$ cat src/rtl/gnr_node_multi.sv
// gnr_node_multi: NCH independent copies of a gene-regulatory-network node.
// Each channel registers a W-bit state, commits a candidate next value once
// every DIV accepted enables, reports value changes as a one-cycle pulse and
// raises a per-channel stable flag after STABLE_N consecutive unchanged commits.
module gnr_node_multi #(
  parameter int unsigned NCH      = 2,
  parameter int unsigned W        = 1,
  parameter int unsigned DIV      = 2,
  parameter int unsigned STABLE_N = 4
) (
  input  logic               clk,
  input  logic               rst,
  input  logic               start,
  input  logic               reset_nos,
  input  logic [W-1:0]       init_state,
  input  logic [NCH-1:0]     start_s,
  input  logic [NCH*W-1:0]   next_s,
  output logic [NCH*W-1:0]   s,
  output logic [NCH*W-1:0]   node_out,
  output logic [NCH-1:0]     changed,
  output logic [NCH-1:0]     stable,
  output logic               all_stable
);

  localparam int unsigned PHW = (DIV > 1) ? $clog2(DIV) : 1;
  localparam int unsigned SCW = $clog2(STABLE_N + 1);

  localparam logic [PHW-1:0] PH_LAST = PHW'(DIV - 1);
  localparam logic [SCW-1:0] SC_MAX  = SCW'(STABLE_N);

  logic [NCH-1:0][W-1:0]   nx;
  logic [NCH-1:0][W-1:0]   s_q, s_d;
  logic [NCH-1:0][PHW-1:0] ph_q, ph_d;
  logic [NCH-1:0][SCW-1:0] sc_q, sc_d;
  logic [NCH-1:0]          changed_q, changed_d;
  logic [NCH-1:0]          stable_q, stable_d;

  assign nx = next_s;

  // Per-channel next state: reset_nos reload beats an accepted enable; a
  // commit happens only when the phase counter has reached DIV-1.
  always_comb begin
    s_d       = s_q;
    ph_d      = ph_q;
    sc_d      = sc_q;
    stable_d  = stable_q;
    changed_d = '0;
    for (int unsigned i = 0; i < NCH; i++) begin
      if (reset_nos) begin
        // Phase preloaded to DIV-1 so the first enable afterwards commits;
        // any partial phase count is discarded here.
        s_d[i]  = init_state;
        ph_d[i] = PH_LAST;
      end else if (start && start_s[i]) begin
        if (ph_q[i] == PH_LAST) begin
          s_d[i]  = nx[i];
          ph_d[i] = '0;
          if (nx[i] != s_q[i]) begin
            changed_d[i] = 1'b1;
            sc_d[i]      = '0;
          end else if (sc_q[i] != SC_MAX) begin
            sc_d[i] = sc_q[i] + SCW'(1);
          end
          stable_d[i] = (sc_d[i] == SC_MAX);
        end else begin
          ph_d[i] = ph_q[i] + PHW'(1);
        end
      end
    end
  end

  // State registers with synchronous active-high reset.
  always_ff @(posedge clk) begin
    if (rst) begin
      s_q       <= '0;
      ph_q      <= '0;
      sc_q      <= '0;
      changed_q <= '0;
      stable_q  <= '0;
    end else begin
      s_q       <= s_d;
      ph_q      <= ph_d;
      sc_q      <= sc_d;
      changed_q <= changed_d;
      stable_q  <= stable_d;
    end
  end

  assign s          = s_q;
  assign node_out   = s_q;
  assign changed    = changed_q;
  assign stable     = stable_q;
  assign all_stable = &stable_q;

endmodule

$ cat config.mk
export PLATFORM = sky130hd
export DESIGN_NAME = gnr_node_multi
export DESIGN_NICKNAME = d
export VERILOG_FILES = /design/src/rtl/gnr_node_multi.sv
export SDC_FILE = /design/constraint.sdc
export NUM_CORES = 1
export LEC_CHECK = 0
export ABC_AREA = 1
export BUFFER_PORTS_ARGS = -buffer_cell sky130_fd_sc_hd__buf_2
export CORE_MARGIN = 4
export CORE_UTILIZATION = 40
export CTS_CLUSTER_SIZE = 40
export DETAILED_ROUTE_END_ITERATION = 8
export PLACE_DENSITY = 0.62
export SETUP_SLACK_MARGIN = 0.3
export SYNTH_ARGS = -nofsm -noshare
export SYNTH_HDL_FRONTEND = slang
export SYNTH_SLANG_ARGS = --single-unit
$ cat constraint.sdc
create_clock -name clk -period 1.3 [get_ports clk]
set_input_delay 0.065 -clock clk [delete_from_list [all_inputs] [get_ports clk]]
set_output_delay 0.065 -clock clk [all_outputs]
set_load 0.02 [all_outputs]
==> metrics.log, run 1 <==
[metrics] outcome: completed
[metrics] total global routing overflow: 0
[metrics] met2 track utilization from global routing: 0.236
[metrics] Worst setup SP type: flip-flop
[metrics] die area: 2590 um^2
[metrics] clock insertion delay at the later pin of the skew report: 0.27 ns
[metrics] class of the most critical setup path: flip-flop to flip-flop
[metrics] number of port buffers: 17
[metrics] count of warnings emitted by yosys: 0
[metrics] post-route setup TNS: 0 ns
[metrics] flip-flop and latch count after synthesis: 14
[metrics] WL final: 1720 um
[metrics] # setup viols final: 0
[metrics] Syn-to-layout area delta: 37.4%
[metrics] Pwr Density: 783 nW/um^2
[metrics] required time of the critical path: 1.52 ns
[metrics] unrepaired setup endpoints after global routing: true
[metrics] H-tree level count: 1
[metrics] Slew Limit Headroom: 0.809
[metrics] met3 usage in global routing: 0.0525
[metrics] worst-path fanout max: 3
[metrics] category of the worst setup path capture point: flip-flop
[metrics] Fmax achieved: 0.930 GHz
[metrics] number of library cell types mapped by synthesis: 21
[metrics] GP Congestion: 0.881
[metrics] netlist area before placement: 737 um^2
[metrics] Final Skew: 0.00307 ns
[metrics] number of inserted filler cells in the final layout: between 150 and 200
[metrics] wire length of the first global-routing pass: 2800 um
[metrics] Sink Count: 14
[metrics] series of cell instances along the critical path: inv_2 -> ha_4 -> nand2_4 -> nand2_2 -> nand2_2 -> a21oi_1 -> nand2_1 -> nand2_1
[metrics] synthesized-area fraction occupied by ao, oa, aoi and oai cells: 0.0985
[metrics] Row Count: 15
[metrics] Most Used Layer, Global Route: met2
[metrics] data arrival at the endpoint of the critical path: 1.29 ns
[metrics] vias per inst: 4.89
[metrics] TritonCTS clock tree: done
[metrics] final cell utilization of the core: 0.580
[metrics] clock-pin transition on the worst setup and hold timing paths: 0.08 ns
[metrics] number of instances in the synthesized netlist: 104
[metrics] Vert. Die Dim: 50.9 um
[metrics] gate family responsible for the most delay along the worst path: flip-flops
[metrics] ports placed on the boundary: 18
[metrics] worst min path class: input pin to flip-flop
[metrics] initial core utilization: 0.422
[metrics] sequential fraction of the synthesis area: 0.380
[metrics] total global-route track usage: 0.144
[metrics] post-route ant nets: 0
[metrics] ANT cells: 0
[metrics] Iteration-0 DRC Markers: 5
[metrics] number of vias after detailed routing: ~740
[metrics] multiplexer share of the synthesized area: 0
[metrics] Final nets: roughly 140
[metrics] Worst VDD drop: 0.465 mV
[metrics] met1 usage: 0.156
[metrics] maximum number of pins on one net before global-route repair: 9
[metrics] proportion of layout cells with a drive suffix above 1: 0.492
[metrics] Buf+Inv Stages, Crit Path: 1
[metrics] maximum buffer depth of the clock tree: 2
[metrics] Worst path slowest cell: sky130_fd_sc_hd__dfxtp_2
[metrics] total nets after synthesis: ~120
[metrics] per-cell routed wire length: 11.4 um
[metrics] Core Footprint: 1750 um^2
[metrics] share of the cycle needed by the critical path after routing: 0.828
[metrics] LEAKAGE: 0.471 nW
[metrics] DRT Pass-1 Iters: 4
[metrics] Synth Area in XOR/XNOR: 0.0119
[metrics] Num CTS Buffers: 3
[metrics] placed wire-length estimate: 1180 um
[metrics] count of endpoints failing hold in the final timing report: 0
[metrics] slew at the pin closest to its max-slew limit: 0.285 ns
[metrics] number of max-slew violations in the final report: 0
[metrics] main combinational cell family by area after synthesis: simple AND/OR/NAND/NOR gates
[metrics] antenna violations before repair: 0
[metrics] Worst path max stage delay: 0.34 ns
[metrics] DIE WIDTH: 50.9 um
[metrics] adder-cell share of the synthesized area: 0.0679
[metrics] vias in the first global route: around 710
[metrics] max_cap viols: 0
[metrics] average instance area after synthesis: 7.09 um^2
[metrics] min cycle time layout: 1.08 ns
[metrics] simple logic cell fraction of the synthesized area: 0.345
[metrics] residual DRC count: 0
[metrics] root buffer cell: sky130_fd_sc_hd__clkbuf_4
[layout by cell type (no fill, tap or decap), types with 2 or more instances in the layout]
master	instances
sky130_fd_sc_hd__a21oi_1	3
sky130_fd_sc_hd__a31oi_1	2
sky130_fd_sc_hd__buf_2	17
sky130_fd_sc_hd__buf_4	3
sky130_fd_sc_hd__clkbuf_4	3
sky130_fd_sc_hd__dfxtp_1	6
sky130_fd_sc_hd__dfxtp_2	7
sky130_fd_sc_hd__ha_4	3
sky130_fd_sc_hd__inv_1	10
sky130_fd_sc_hd__inv_2	5
sky130_fd_sc_hd__nand2_1	22
sky130_fd_sc_hd__nand2_2	11
sky130_fd_sc_hd__nand2_4	2
sky130_fd_sc_hd__nand3_1	6
sky130_fd_sc_hd__nand3_2	3
sky130_fd_sc_hd__nand4_1	2
sky130_fd_sc_hd__nor2_1	3
sky130_fd_sc_hd__nor2_4	2
sky130_fd_sc_hd__o21ai_0	2
sky130_fd_sc_hd__o21ai_1	3
[cell usage after synthesis (all sizes together)]
master,count,area [um^2]
o211ai,1,7.51
or2,1,6.26
o22ai,2,12.5
nor2,6,40.0
and3,1,6.26
a21oi,3,15.0
inv,15,56.3
ha,4,50.1
a31oi,2,12.5
buf,2,15.0
nand4,2,12.5
o21ai,5,25.0
nor3,1,5.00
nand2,35,139
nand3,9,45.0
dfxtp,14,280
xor2,1,8.76
[report_power, final]
part           internal, W  total [W]  switching (W)
Sequential        0.000438   0.000447     0.00000913
Clock             0.000107   0.000235       0.000128
Combinational    0.0000413   0.000111      0.0000697
Total             0.000586   0.000793       0.000206
[registers in the layout, summed over array words and instances, names as in the netlist]
| name | count |
|---|---|
| sc_q | 6 |
| node_out | 2 |
| changed | 2 |
| stable | 2 |
| ph_q | 2 |
[area by class of cell]
cell class,instances,area (um^2),area share
multi-input cells,73,492,0.486
flip-flops and latches,14,293,0.289
repair buffers,21,118,0.116
inverters,15,56.3,0.0556
well taps,25,31.3,0.0309
clock buffers,3,22.5,0.0222
[logic make-up after synthesis]
group / count (synthesis)
simple gates: 55
buf+inv: 17
flops: 14
compound gates: 13
fa+ha+maj: 4
xor+xnor: 1
[per-stage QoR]
stage / setup WS, ns / instance area, um^2 / std cells / power (W) / hold slack [ns]
floorplan: 0.282 / 761 / 104 / 0.000524 / 0.134
global placement: 0.244 / 862 / 144 / 0.000554 / 0.282
detailed placement: 0.224 / 862 / 144 / 0.000556 / 0.282
CTS: 0.264 / 936 / 149 / 0.000799 / -0.000256
global route: 0.173 / 1010 / 151 / 0.000840 / 0.00474
finish: 0.224 / 1010 / 151 / 0.000793 / 0.00372
[path summary, 6_finish.rpt]
kind | startpoint | end | slack [ns] | depth (start not counted)
worst max register to register | sc_q[4] | stable[1] | 0.22 | 8
worst min register to register | stable[1] | stable[1] | 0.49 | 2
worst min-delay path | rst | changed[1] | 0.004 | 2
worst max-delay path | sc_q[4] | stable[1] | 0.22 | 8
[per-layer routing]
metal  vias up  share of wire
li1        379              -
met1       333           0.39
met2        19           0.53
met3         8          0.049
met4         0          0.030
met5         -              0
[what timing repair did]
action | 4_1_cts | 5_1_grt
resized for setup | 9 | 23
buffers inserted | 1 | 2
endpoints found under the hold margin | 1 | 0
pin swaps | 8 | 15
setup endpoints to repair | 7 | 9
hold buffers | 1 | 0
Note: power is estimated with default switching activity, not from simulation.
==> inputs of run 2 (changes only) <==
--- a/config.mk
+++ b/config.mk
@@ -11,7 +11,7 @@
 export CORE_UTILIZATION = 40
 export CTS_CLUSTER_SIZE = 40
 export DETAILED_ROUTE_END_ITERATION = 8
-export PLACE_DENSITY = 0.62
+export PLACE_DENSITY = 0.64
 export SETUP_SLACK_MARGIN = 0.3
 export SYNTH_ARGS = -nofsm -noshare
 export SYNTH_HDL_FRONTEND = slang
==> constraint.sdc (replaced) <==
create_clock -name clk -period 0.87 [get_ports clk]
set_input_delay 0.0435 -clock clk [delete_from_list [all_inputs] [get_ports clk]]
set_output_delay 0.0435 -clock clk [all_outputs]
set_load 0.02 [all_outputs]
==> metrics.log, run 2 (same netlist as run 1, synthesis figures left out) <==
[metrics] WL final: 1960 um (was 1720 um)
[metrics] hold path start: rst (unchanged)
[metrics] GP Congestion: 0.874 (was 0.881)
[metrics] share of the cycle needed by the critical path after routing: 1.24 (was 0.828)
[metrics] H-tree level count: 1 (unchanged)
[metrics] count of endpoints failing hold in the final timing report: 2 (was 0)
[metrics] min cycle time layout: 1.08 ns (about the same)
[metrics] Num CTS Buffers: 3 (unchanged)
[metrics] Syn-to-layout area delta: 69.1% (was 37.4%)
[metrics] antenna violations before repair: 0 (unchanged)
[metrics] hold-critical path depth: 2 (unchanged)
[metrics] unrepaired setup endpoints after global routing: true (unchanged)
[metrics] worst setup margin: -0.210 ns (was 0.224 ns)
[metrics] worst r2r dst: stable[1] (unchanged)
[metrics] commonest non-fill, non-tap cell in the layout: sky130_fd_sc_hd__nand2_1 (unchanged)
[metrics] Vert. Die Dim: 50.9 um (unchanged)
[metrics] # setup viols final: 14 (was 0)
[metrics] Sink Count: 14 (unchanged)
[metrics] required time of the critical path: 1.10 ns (was 1.52 ns)
[metrics] number of vias after detailed routing: 796 (was 739)
[metrics] ports placed on the boundary: 18 (unchanged)
[metrics] r2r startpoint: sc_q[3] (was sc_q[4])
[metrics] Iteration-0 DRC Markers: 17 (was 5)
[metrics] wire length of the first global-routing pass: 3020 um (was 2800 um)
[metrics] Fmax achieved: 0.926 GHz (was 0.930 GHz)
[metrics] DRT Pass-1 Iters: 4 (unchanged)
[metrics] LEAKAGE: 0.547 nW (was 0.471 nW)
[metrics] post-route ant nets: 0 (unchanged)
[metrics] number of inserted filler cells in the final layout: 133 (was 164)
[metrics] worst hold slack after final layout: -0.0428 ns (was 0.00372 ns)
[metrics] total global routing overflow: 0 (unchanged)
[metrics] Worst VDD drop: 1.03 mV (was 0.465 mV)
[metrics] category of the worst setup path capture point: flip-flop (unchanged)
[metrics] length in cells of the worst reg-to-reg path: 7 (was 8)
[metrics] die area: 2590 um^2 (unchanged)
[metrics] ANT cells: 0 (unchanged)
[metrics] Worst setup SP type: flip-flop (unchanged)
[metrics] total global-route track usage: 0.156 (was 0.144)
[metrics] Pwr Density: 1100 nW/um^2 (was 783 nW/um^2)
[metrics] violations in the final reports: hold timing, setup timing
[metrics] vias in the first global route: 718 (was 706)
[metrics] DIE WIDTH: 50.9 um (unchanged)
[metrics] residual DRC count: 0 (unchanged)
[metrics] most frequent cells in the layout: sky130_fd_sc_hd__nand2_1 (18), sky130_fd_sc_hd__nand2_2 (15), sky130_fd_sc_hd__buf_6 (13) (was sky130_fd_sc_hd__nand2_1 (22), sky130_fd_sc_hd__buf_2 (17), sky130_fd_sc_hd__nand2_2 (11))
[metrics] clock insertion delay at the later pin of the skew report: 0.28 ns (was 0.27 ns)
[metrics] maximum number of pins on one net before global-route repair: 9 (unchanged)
[metrics] initial core utilization: 0.422 (unchanged)
[metrics] outcome: finished, violations left (was completed)
[metrics] Largest register FFs: 6 (unchanged)
[metrics] data arrival at the endpoint of the critical path: 1.31 ns (was 1.29 ns)
[metrics] dpl ws: -0.177 ns (was 0.224 ns)
[metrics] Final Skew: 0.00705 ns (was 0.00307 ns)
[metrics] register with the most flip-flops: sc_q (unchanged)
[metrics] number of port buffers: 17 (unchanged)
[metrics] root buffer cell: sky130_fd_sc_hd__clkbuf_4 (unchanged)
[metrics] placed wire-length estimate: 1280 um (was 1180 um)
[metrics] proportion of layout cells with a drive suffix above 1: 0.647 (was 0.492)
[metrics] Core Footprint: 1750 um^2 (unchanged)
[metrics] class of the most critical setup path: flip-flop to flip-flop (unchanged)
[metrics] vias per inst: 4.85 (was 4.89)
[metrics] worst min path class: input pin to flip-flop (unchanged)
[metrics] register-to-register setup slack: -0.21 ns (was 0.22 ns)
[metrics] number of max-slew violations in the final report: 0 (unchanged)
[metrics] maximum buffer depth of the clock tree: 2 (unchanged)
[metrics] max_cap viols: 0 (unchanged)
[metrics] TritonCTS clock tree: done (unchanged)
[metrics] clock-pin transition on the worst setup and hold timing paths: 0.09 ns (was 0.08 ns)
[metrics] Row Count: 15 (unchanged)
[metrics] worst-path fanout max: 3 (unchanged)
[metrics] slew at the pin closest to its max-slew limit: 0.265 ns (was 0.285 ns)
[metrics] Slew Limit Headroom: 0.823 (was 0.809)
[metrics] Final nets: 153 (was 141)
[metrics] per-cell routed wire length: 12.0 um (was 11.4 um)
[metrics] endpoint with the worst hold slack: changed[1] (unchanged)
[metrics] Final Total Pwr: 0.00138 W (was 0.000793 W)
==> run 2: cell count changes in the layout (fill, tap and decap cells not counted), moves of 2 or more <==
cell,change
sky130_fd_sc_hd__dfxtp_1,-5
sky130_fd_sc_hd__nand2_2,+4
sky130_fd_sc_hd__nand2_1,-4
sky130_fd_sc_hd__buf_6,+13
sky130_fd_sc_hd__buf_4,+9
sky130_fd_sc_hd__a21oi_2,+2
sky130_fd_sc_hd__a21oi_1,-2
sky130_fd_sc_hd__dfxtp_4,+5
sky130_fd_sc_hd__inv_4,+2
sky130_fd_sc_hd__inv_1,-2
sky130_fd_sc_hd__o21ai_0,-2
sky130_fd_sc_hd__buf_2,-9
==> run 2: cell type report <==
class,instances,area [um^2],share of cell area
Multi-Input combinational cell,73,529,0.425
Sequential cell,14,312,0.250
Timing Repair Buffer,33,277,0.222
Inverter,15,61.3,0.0492
Clock buffer,4,36.3,0.0291
Tap cell,25,31.3,0.0251
==> run 2: routing by layer <==
layer | vias to the layer above | global-route usage | wire length (um)
met4 | 0 | 0.0538 | 23
met1 | 366 | 0.184 | 877
met5 | - | 0 | 0
li1 | 408 | - | -
met3 | 4 | 0.0700 | 83
met2 | 18 | 0.249 | 978
==> run 2: where the power goes <==
| part | total (W) | internal (W) | switching, W |
|---|---|---|---|
| sequential | 0.000662 | 0.000645 | 0.0000173 |
| clock | 0.000480 | 0.000255 | 0.000225 |
| combinational | 0.000234 | 0.000105 | 0.000129 |
==> run 2: worst max-delay path: stages (launching register included) <==
cell                      delay, ns
sky130_fd_sc_hd__dfxtp_2       0.36
sky130_fd_sc_hd__inv_2         0.06
sky130_fd_sc_hd__ha_4          0.23
sky130_fd_sc_hd__nand2_2       0.06
sky130_fd_sc_hd__nand2_2       0.07
sky130_fd_sc_hd__a21oi_2       0.14
sky130_fd_sc_hd__nand2_1       0.06
sky130_fd_sc_hd__nand2_1       0.05
==> run 2: worst max path at each step <==
| stage | startpoint | slack, ns | cells past startpoint | endpoint |
|---|---|---|---|---|
| 2_1_floorplan | sc_q[3] | -0.10 | 7 | stable[1] |
| 3_3_place_gp | sc_q[4] | -0.18 | 7 | stable[1] |
| 3_5_place_dp | sc_q[4] | -0.18 | 7 | stable[1] |
| 4_1_cts | sc_q[4] | -0.18 | 7 | stable[1] |
| 5_1_grt | sc_q[3] | -0.26 | 8 | stable[1] |
| 6_report | sc_q[3] | -0.21 | 7 | stable[1] |
==> run 2: timing repair <==
item,4_1_cts,5_1_grt
pin swaps,13,14
hold endpoints to repair,2,2
resized for setup,33,17
buffers inserted,1,4
endpoints found under the setup margin,23,23
==> run 2: per-stage QoR <==
stage / hold WS [ns] / util / cell area, um^2 / setup TNS [ns] / cells
2_1_floorplan: 0.103 / - / 828 / -0.332 / 104
3_3_place_gp: 0.249 / 0.578 / 1010 / -0.788 / 155
3_5_place_dp: 0.251 / 0.578 / 1010 / -0.815 / 155
4_1_cts: -0.0532 / 0.665 / 1160 / -1.21 / 160
5_1_grt: -0.0587 / 0.714 / 1250 / -2.08 / 164
6_report: -0.0428 / 0.714 / 1250 / -1.35 / 164
==> inputs of run 3 (changes only) <==
--- a/config.mk
+++ b/config.mk
@@ -9,6 +9,7 @@
 export BUFFER_PORTS_ARGS = -buffer_cell sky130_fd_sc_hd__buf_2
 export CORE_MARGIN = 4
 export CORE_UTILIZATION = 40
+export CTS_BUF_LIST = sky130_fd_sc_hd__clkbuf_4
 export CTS_CLUSTER_SIZE = 40
 export DETAILED_ROUTE_END_ITERATION = 8
 export PLACE_DENSITY = 0.64
==> metrics.log, run 3 (same netlist as run 1, synthesis figures left out) <==
[metrics] outcome: finished, violations left (unchanged)
[metrics] violations in the final reports: hold timing, setup timing (unchanged)
[metrics] total global routing overflow: 0 (unchanged)
[metrics] Syn-to-layout area delta: 68.1% (was 69.1%)
[metrics] final instance area: 1240 um^2 (was 1250 um^2)
[metrics] worst-path fanout max: 3 (unchanged)
[metrics] number of port buffers: 17 (unchanged)
[metrics] Worst path max stage delay: 0.38 ns (was 0.36 ns)
[metrics] required time of the critical path: 1.09 ns (was 1.10 ns)
[metrics] TritonCTS clock tree: done (unchanged)
[metrics] total global-route track usage: 0.162 (was 0.156)
[metrics] Vert. Die Dim: 50.9 um (unchanged)
[metrics] antenna violations before repair: 0 (unchanged)
[metrics] commonest non-fill, non-tap cell in the layout: sky130_fd_sc_hd__nand2_1 (unchanged)
[metrics] DIE WIDTH: 50.9 um (unchanged)
[metrics] Worst VDD drop: 0.757 mV (was 1.03 mV)
[metrics] die area: 2590 um^2 (unchanged)
[metrics] series of cell instances along the critical path: inv_4 -> ha_4 -> nand2_4 -> nand2_2 -> nand2_2 -> a21oi_2 -> nand2_1 -> nand2_1 (was inv_2 -> ha_4 -> nand2_2 -> nand2_2 -> a21oi_2 -> nand2_1 -> nand2_1)
[metrics] worst min path class: input pin to flip-flop (unchanged)
[metrics] category of the worst setup path capture point: flip-flop (unchanged)
[metrics] part of the total power dissipated in combinational logic: 0.183 (was 0.170)
[metrics] hold path start: rst (unchanged)
[metrics] Worst setup SP type: flip-flop (unchanged)
[metrics] min cycle time layout: 1.08 ns (about the same)
[metrics] worst setup margin: -0.210 ns (about the same)
[metrics] class of the most critical setup path: flip-flop to flip-flop (unchanged)
[metrics] slew at the pin closest to its max-slew limit: 0.249 ns (was 0.265 ns)
[metrics] share of the cycle needed by the critical path after routing: 1.24 (about the same)
[metrics] endpoint with the worst hold slack: changed[1] (unchanged)
[metrics] Final nets: 151 (was 153)
[metrics] # setup viols final: 12 (was 14)
[metrics] Num CTS Buffers: 3 (unchanged)
[metrics] worst r2r dst: stable[1] (unchanged)
[metrics] cell area reported after detailed placement: 1010 um^2 (unchanged)
[metrics] H-tree level count: 1 (unchanged)
[metrics] per-cell routed wire length: 11.8 um (was 12.0 um)
[metrics] clock-pin transition on the worst setup and hold timing paths: 0.08 ns (was 0.09 ns)
[metrics] unrepaired setup endpoints after global routing: true (unchanged)
[metrics] switching fraction of total power: 0.282 (was 0.270)
[metrics] DRT Pass-1 Iters: 4 (unchanged)
[metrics] number of inserted filler cells in the final layout: 133 (unchanged)
[metrics] vias per inst: 4.81 (was 4.85)
[metrics] number of vias after detailed routing: 779 (was 796)
[metrics] placed wire-length estimate: 1280 um (unchanged)
[metrics] initial core utilization: 0.422 (unchanged)
[metrics] GP Congestion: 0.874 (unchanged)
[metrics] Core Footprint: 1750 um^2 (unchanged)
[metrics] Fmax achieved: 0.926 GHz (about the same)
[metrics] Final Skew: 0.00387 ns (was 0.00705 ns)
[metrics] Row Count: 15 (unchanged)
[metrics] clock share of power: 0.296 (was 0.349)
[metrics] portion of total power attributed to sequential cells: 0.521 (was 0.481)
[metrics] count of endpoints failing hold in the final timing report: 2 (unchanged)
[metrics] Slew Limit Headroom: 0.834 (was 0.823)
[metrics] post-route ant nets: 0 (unchanged)
[metrics] switching component of the power: 0.000357 W (was 0.000371 W)
[metrics] storage element area: 314 um^2 (was 312 um^2)
[metrics] r2r startpoint: sc_q[4] (was sc_q[3])
[metrics] WL final: 1920 um (was 1960 um)
[metrics] ANT cells: 0 (unchanged)
[metrics] hold-critical path depth: 2 (unchanged)
[metrics] ports placed on the boundary: 18 (unchanged)
[metrics] worst hold slack after final layout: -0.00979 ns (was -0.0428 ns)
[metrics] maximum number of pins on one net before global-route repair: 9 (unchanged)
[metrics] Multi-input gate area: 546 um^2 (was 529 um^2)
[metrics] length in cells of the worst reg-to-reg path: 8 (was 7)
[metrics] Sink Count: 14 (unchanged)
[metrics] max_cap viols: 0 (unchanged)
[metrics] proportion of layout cells with a drive suffix above 1: 0.620 (was 0.647)
[metrics] clock insertion delay at the later pin of the skew report: 0.28 ns (about the same)
[metrics] LEAKAGE: 0.537 nW (was 0.547 nW)
[metrics] residual DRC count: 0 (unchanged)
[metrics] data arrival at the endpoint of the critical path: 1.30 ns (was 1.31 ns)
[metrics] root buffer cell: sky130_fd_sc_hd__clkbuf_4 (unchanged)
[metrics] Worst path slowest cell: sky130_fd_sc_hd__dfxtp_4 (was sky130_fd_sc_hd__dfxtp_2)
[metrics] maximum buffer depth of the clock tree: 2 (unchanged)
[metrics] vias in the first global route: 719 (was 718)
[metrics] register with the most flip-flops: sc_q (unchanged)
[metrics] Iteration-0 DRC Markers: 16 (was 17)
[metrics] Largest register FFs: 6 (unchanged)
[metrics] Pwr Density: 1020 nW/um^2 (was 1100 nW/um^2)
[metrics] final cell utilization of the core: 0.710 (was 0.714)
[metrics] wire length of the first global-routing pass: 3100 um (was 3020 um)
[metrics] startpoint of the worst setup timing path: sc_q[4] (was sc_q[3])
[metrics] most frequent cells in the layout: sky130_fd_sc_hd__nand2_1 (20), sky130_fd_sc_hd__nand2_2 (12), sky130_fd_sc_hd__buf_6 (12) (was sky130_fd_sc_hd__nand2_1 (18), sky130_fd_sc_hd__nand2_2 (15), sky130_fd_sc_hd__buf_6 (13))
[metrics] Cell Int Power: 0.000908 W (was 0.00100 W)
[metrics] number of max-slew violations in the final report: 0 (unchanged)
[metrics] register-to-register setup slack: -0.21 ns (about the same)
## run 3: changes by cell type in the layout (fill, tap and decap cells not counted), sizes merged
cell | before | now
buf | 33 | 31
clkbuf | 4 | 3
clkinv | 0 | 1
## run 3: critical path: cells and delay by family, from the launching register on
family | cells | cell delay [ns]
simple gates | 5 | 0.29
fa+ha+maj | 1 | 0.14
flops | 1 | 0.38
buf+inv | 1 | 0.06
compound gates | 1 | 0.14
## run 3: layout make-up
cell class,instances,share of cell area
multi-input cells,73,0.440
flip-flops and latches,14,0.254
repair buffers,31,0.208
inverters,15,0.0515
well taps,25,0.0253
clock buffers,3,0.0182
clock inverters,1,0.00303
## run 3: how the worst max path moves through the flow
stage	slack (ns)	cells past startpoint	end
after global routing	-0.29	8	stable[1]
after floorplan	-0.10	7	stable[1]
final	-0.21	8	stable[1]
after detailed placement	-0.18	7	stable[1]
after global placement	-0.18	7	stable[1]
after CTS	-0.19	7	stable[1]
## run 3: through the flow
step	cells	power, W	hold slack, ns	TNS, ns	worst slack (ns)
after floorplan	104	0.000789	0.103	-0.332	-0.103
after CTS	160	0.00127	-0.0493	-1.21	-0.186
after global placement	155	0.000850	0.249	-0.788	-0.175
after detailed placement	155	0.000854	0.251	-0.815	-0.177
after global routing	162	0.00135	-0.0309	-2.00	-0.287
final	162	0.00127	-0.00979	-1.24	-0.210
## run 3: routing by layer
| metal | global-route usage | routed length [um] | up-vias |
|---|---|---|---|
| met1 | 0.183 | 797 | 357 |
| li1 | - | - | 402 |
| met2 | 0.279 | 1010 | 18 |
| met5 | 0 | 0 | - |
| met4 | 0.0628 | 12 | 0 |
| met3 | 0.0554 | 95 | 2 |
## run 3: what timing repair did
action / CTS / global route
endpoints found under the setup margin: 23 / 23
resized for setup: 33 / 19
buffers inserted: 1 / 2
cloned: 0 / 0
hold endpoints to repair: 2 / 2
pin swaps: 13 / 14
## run 3: power by group through the flow
stage	Clock, W	Combinational (W)	Sequential [W]
after CTS	0.000394	0.000212	0.000664
after detailed placement	0	0.000177	0.000677
after global routing	0.000437	0.000250	0.000662
after floorplan	0	0.000102	0.000687
final	0.000374	0.000231	0.000660
after global placement	0	0.000174	0.000676
